--- config.mk ---
export PLATFORM = sky130hd
export DESIGN_NAME = decode_hazard_pipe
export DESIGN_NICKNAME = d
export VERILOG_FILES = /design/src/rtl/decode_hazard_pipe.sv
export SDC_FILE = /design/constraint.sdc
export NUM_CORES = 1
export LEC_CHECK = 0
export BUFFER_PORTS_ARGS = -buffer_cell sky130_fd_sc_hd__buf_4
export CAP_MARGIN = 20
export CORE_ASPECT_RATIO = 0.9
export CORE_MARGIN = 8
export CORE_UTILIZATION = 54
export DETAILED_ROUTE_END_ITERATION = 8
export GPL_ROUTABILITY_DRIVEN = 0
export PLACE_DENSITY = 0.83
export SLEW_MARGIN = 20
export SYNTH_ARGS = -nofsm -noshare
export SYNTH_HDL_FRONTEND = slang
export SYNTH_SLANG_ARGS = --single-unit
--- constraint.sdc ---
create_clock -name clk -period 1.9 [get_ports clk]
set_input_delay 0 -clock clk [delete_from_list [all_inputs] [get_ports clk]]
set_output_delay 0 -clock clk [all_outputs]
set_load 0.05 [all_outputs]
--- src/rtl/decode_hazard_pipe.sv ---
// decode_hazard_pipe: control pipeline carrying decoded fields from decode
// toward writeback. Each stage can be flushed on its own, every in-flight
// destination is checked against the live source operands, and the youngest
// matching producer is reported as the forwarding stage.
module decode_hazard_pipe #(
  parameter  int DEPTH     = 3,
  parameter  int PAYLOAD_W = 16,
  parameter  int AW        = 5,
  parameter  int NSRC      = 2,
  localparam int SW        = (DEPTH > 1) ? $clog2(DEPTH) : 1,
  localparam int CW        = $clog2(DEPTH + 1)
) (
  input  logic                 clk,
  input  logic                 rst,
  input  logic                 in_valid,
  input  logic [PAYLOAD_W-1:0] in_payload,
  input  logic [AW-1:0]        in_rd,
  input  logic                 in_rd_wr,
  input  logic                 squash,
  input  logic                 stall,
  input  logic [DEPTH-1:0]     flush_mask,
  input  logic [NSRC*AW-1:0]   src_addr,
  output logic                 out_valid,
  output logic [PAYLOAD_W-1:0] out_payload,
  output logic [AW-1:0]        out_rd,
  output logic                 out_rd_wr,
  output logic [NSRC-1:0]      hazard,
  output logic                 hazard_any,
  output logic [NSRC*SW-1:0]   fwd_stage,
  output logic [CW-1:0]        occupancy
);

  typedef struct packed {
    logic                 valid;
    logic [PAYLOAD_W-1:0] payload;
    logic [AW-1:0]        rd;
    logic                 rd_wr;
  } stage_t;

  // An empty stage always carries all-zero fields, so a bubble can never
  // leak a stale rd/rd_wr into the hazard compare.
  localparam stage_t STAGE_ZERO = '0;

  stage_t r_stage [DEPTH];
  stage_t w_next  [DEPTH];
  stage_t w_in_entry;

  // Build the entry offered by decode; squashed or absent entries are zero.
  always_comb begin
    // NOTE: every combinational output gets a default first so no path can
    // leave it unassigned and infer a latch.
    w_in_entry = STAGE_ZERO;
    if (in_valid && !squash) begin
      w_in_entry.valid   = 1'b1;
      w_in_entry.payload = in_payload;
      w_in_entry.rd      = in_rd;
      w_in_entry.rd_wr   = in_rd_wr;
    end
  end

  // Next-state: advance or hold; a flushed stage is zeroed instead of moving on.
  always_comb begin
    for (int i = 0; i < DEPTH; i++) begin
      w_next[i] = STAGE_ZERO;
    end
    if (stall) begin
      for (int i = 0; i < DEPTH; i++) begin
        w_next[i] = flush_mask[i] ? STAGE_ZERO : r_stage[i];
      end
    end else begin
      w_next[0] = w_in_entry;
      for (int i = 1; i < DEPTH; i++) begin
        w_next[i] = flush_mask[i-1] ? STAGE_ZERO : r_stage[i-1];
      end
    end
  end

  // Stage registers; reset clears every stage immediately.
  always_ff @(posedge clk or posedge rst) begin
    if (rst) begin
      // NOTE: the stage array is a handful of flops, not a RAM, and an empty
      // pipe must read all-zero out of reset, so every entry is reset.
      for (int i = 0; i < DEPTH; i++) begin
        r_stage[i] <= STAGE_ZERO;
      end
    end else begin
      // NOTE: non-blocking assignment so every stage samples the pre-edge
      // value of its neighbour; blocking here would collapse the chain.
      for (int i = 0; i < DEPTH; i++) begin
        r_stage[i] <= w_next[i];
      end
    end
  end

  assign out_valid   = r_stage[DEPTH-1].valid;
  assign out_payload = r_stage[DEPTH-1].payload;
  assign out_rd      = r_stage[DEPTH-1].rd;
  assign out_rd_wr   = r_stage[DEPTH-1].rd_wr;

  // Hazard compare per source; scanning oldest to youngest lets the youngest
  // matching producer overwrite the forwarding index last.
  always_comb begin
    hazard    = '0;
    fwd_stage = '0;
    for (int j = 0; j < NSRC; j++) begin
      for (int k = DEPTH - 1; k >= 0; k--) begin
        if (r_stage[k].valid && r_stage[k].rd_wr &&
            (r_stage[k].rd == src_addr[j*AW +: AW]) &&
            (src_addr[j*AW +: AW] != '0)) begin
          hazard[j]              = 1'b1;
          fwd_stage[j*SW +: SW]  = SW'(k);
        end
      end
    end
  end

  assign hazard_any = |hazard;

  // Occupancy is the popcount of the stage valid bits.
  always_comb begin
    occupancy = '0;
    for (int k = 0; k < DEPTH; k++) begin
      occupancy = occupancy + CW'(r_stage[k].valid);
    end
  end

endmodule

==> results.cfg <==
[finish]
diodes = 0
drive_above_1_share_pct = 32.3
final_nets = 401
stdcell_area_um2 = 4220
syn2layout_area_growth_pct = 33.6
fin_util_pct = 74.5

[floorplan]
die_h_um = 88.6
core_area_um2 = 5660
fp-row-count = 26
dieWidth_um = 96.6
ios = 72
initial_core_util_pct = 55.8
dieArea_um2 = 8550

[worst_hold_path]
worstHoldEndpoint = r_stage[60]$_DFF_PP0_
min_from = flush_mask[0]
min_delay_path_depth = 3
min_path_type = in -> reg

[sta]
slew_headroom_pct = 52.4
worst_pin_slew_ns = 0.711
drv_slew = 0
period_minus_slack_ns = 1.84
final-hold-violation-count = 0
finalCritPeriodShare_pct = 96.7
clock_skew_ns = 0.00605
fmax_mhz = 545
setup_viol = 0
rsz0062_at_grt = true

[setup_path]
reg2reg_to = out_valid$_DFFE_PP0P_
end_kind = output pin
rr_worst_depth = 3
path_class = reg -> out
critical_path.startpoint_type = flop
cp.required_ns = 1.90
rr_startpoint = r_stage[45]$_DFF_PP0_
crit_fanout = 4
reg2reg_setup_slack_ns = 0.55
arrival_ns = 1.84

[logic_synthesis]
ys_types = 29
ys_ff_latch = 69
synth_warnings = 0
syn_area_um2 = 3160
yosysSeqAreaShare_pct = 54.7
syn_avg_cell_area_um2 = 11.3
synth_nets = 320
postSynthCellCount = 279

[route]
drc = 0
ant_nets = 0
wirelength_mm = 8.37
via_per_inst = 5.77
via_count = 2509
firstDrtPassIters = 6
post_drt_wl_per_cell_um = 19.2
drtIter0Drc = 147

[global_route]
antenna_found_initial = 0
grt_pass1_vias = 2629
grt_pass1_wl_mm = 13.2
grt_max_degree = 70
grtUsageTotal_pct = 19.5
overflow = 0

[pwr]
power_density_nw_per_um2 = 750
power_leakage_uw = 0.00194
vdd_drop_max_mv = 0.726

[clock_tree]
cts_max_level = 3
cts-root-buf = clkbuf_8
clock_path_buffers = 2
cts_buffers = 9
clk_pin_slew_worst_paths_ns = 0.07
cts_tree = done
clock_latency_ns = 0.34
clock-sinks = 69

[placement]
portBuffers = 71
hpwlAfterDp_mm = 5.69
place_area_um2 = 3650

[flow_run]
drv_cap = 0

[run_status]
status = finished clean
## sequential cells by signal (all words and copies together), names as in the netlist
| register | flops |
|---|---|
| r_stage | 46 |
| out_payload | 16 |
| out_rd | 5 |
| out_rd_wr | 1 |
| out_valid | 1 |
## worst max path at each step
| stage | to | cells past startpoint | slack, ns | startpoint |
|---|---|---|---|---|
| after floorplan | fwd_stage[2] | 4 | -0.06 | r_stage[28]$_DFF_PP0_ |
| after global placement | hazard_any | 6 | 0.34 | r_stage[28]$_DFF_PP0_ |
| after detailed placement | hazard_any | 6 | 0.27 | r_stage[27]$_DFF_PP0_ |
| after CTS | hazard_any | 6 | 0.009 | r_stage[27]$_DFF_PP0_ |
| after global routing | fwd_stage[1] | 5 | -0.02 | out_rd[0]$_DFFE_PP0P_ |
| final | fwd_stage[1] | 5 | 0.06 | out_rd[0]$_DFFE_PP0P_ |
## through the flow
stage	hold WS (ns)	total power (µW)	instances	TNS [ns]	setup WS (ns)
2_1_floorplan	0.0983	1730	279	-0.0895	-0.0573
3_3_place_gp	0.105	1870	391	0	0.341
3_5_place_dp	0.105	1870	391	0	0.273
4_1_cts	0.0112	3170	433	0	0.00916
5_1_grt	0.0383	3270	435	-0.0524	-0.0198
6_report	0.0163	3160	435	0	0.0636
## worst max-delay path: stages, from the launching register on
cell,delay (ns)
dfrtp_2,0.45
xnor2_1,0.17
nand4_1,0.10
or4_4,0.46
nor3_4,0.13
buf_6,0.18
## per-layer routing
| metal | routed length [µm] | part of all wire [%] | GRT usage, % |
|---|---|---|---|
| met5 | 0 | 0 | 0 |
| met4 | 142 | 1.7 | 7.53 |
| met3 | 471 | 5.6 | 6.17 |
| met2 | 4220 | 50 | 33.2 |
| met1 | 3540 | 42 | 22.7 |
## cells in the final DEF, fill, tap and decap left out, drive strengths merged
master,synthesis,layout
buf,24,83
dfrtp,69,69
nand2,34,34
dlygate4sd3,0,26
xnor2,26,26
a32o,25,25
a22o,21,21
o22ai,9,9
o21ai,9,9
clkbuf,15,9
nand4,7,7
nor2,7,7
inv,6,6
xor2,4,4
clkinv,1,4
or4,4,4
nor3,4,4
o32ai,3,3
nand3,2,2
nor2b,2,2
clkinvlp,0,2
bufinv,0,2
nor4,2,2
nor3b,1,1
and3,1,1
a31o,1,1
a21o,1,1
fa,1,1
## Yosys cell counts
| library cell | number | area share [%] |
|---|---|---|
| a21o_1 | 1 | 0.24 |
| a22o_1 | 21 | 5.8 |
| a31o_2 | 1 | 0.28 |
| a32o_1 | 25 | 7.9 |
| and3_1 | 1 | 0.20 |
| buf_1 | 1 | 0.12 |
| buf_2 | 2 | 0.32 |
| buf_4 | 21 | 5.0 |
| clkbuf_1 | 15 | 1.8 |
| clkinv_1 | 1 | 0.12 |
| dfrtp_1 | 69 | 55 |
| fa_1 | 1 | 0.63 |
| inv_1 | 6 | 0.71 |
| nand2_1 | 34 | 4.0 |
| nand3_1 | 2 | 0.32 |
| nand4_1 | 7 | 1.4 |
| nor2_1 | 4 | 0.48 |
| nor2_2 | 3 | 0.59 |
| nor2b_1 | 2 | 0.40 |
| nor3_1 | 4 | 0.63 |
| nor3b_2 | 1 | 0.40 |
| nor4_1 | 2 | 0.40 |
| o21ai_0 | 9 | 1.4 |
| o22ai_1 | 9 | 1.8 |
| o32ai_1 | 3 | 0.83 |
| or4_1 | 2 | 0.48 |
| or4_4 | 2 | 0.71 |
| xnor2_1 | 26 | 7.2 |
| xor2_1 | 4 | 1.1 |
## cells by family after synthesis
family	share of synthesized area (%)
buf+inv	8.04
compound gates	18.3
fa+ha+maj	0.634
simple gates	10.0
flops	54.7
xor+xnor	8.32
## repair_timing
| action | 4_1_cts | 5_1_grt |
|---|---|---|
| endpoints found under the hold margin | 103 | 0 |
| buffers inserted | 0 | 2 |
| hold buffers | 26 | 0 |
| setup endpoints to repair | 3 | 7 |
| pin swaps | 0 | 4 |
| gates resized for setup | 2 | 12 |
## layout make-up
class                   instances  area (µm²)
flip-flops and latches         69        1730
multi-input cells             164        1250
clock buffers                   9         124
clock inverters                 7        90.1
fillers                       403        1440
well taps                      70        87.6
repair buffers                109         907
inverters                       7        26.3
## report_power, final
part	internal [µW]	switching [µW]	total, µW	leakage, µW
Clock	730	534	1260	0.000105
Sequential	1500	30.0	1530	0.000950
Combinational	173	194	367	0.000886
Total	2400	758	3160	0.00194
No activity file was read; power rests on OpenSTA's default activity.
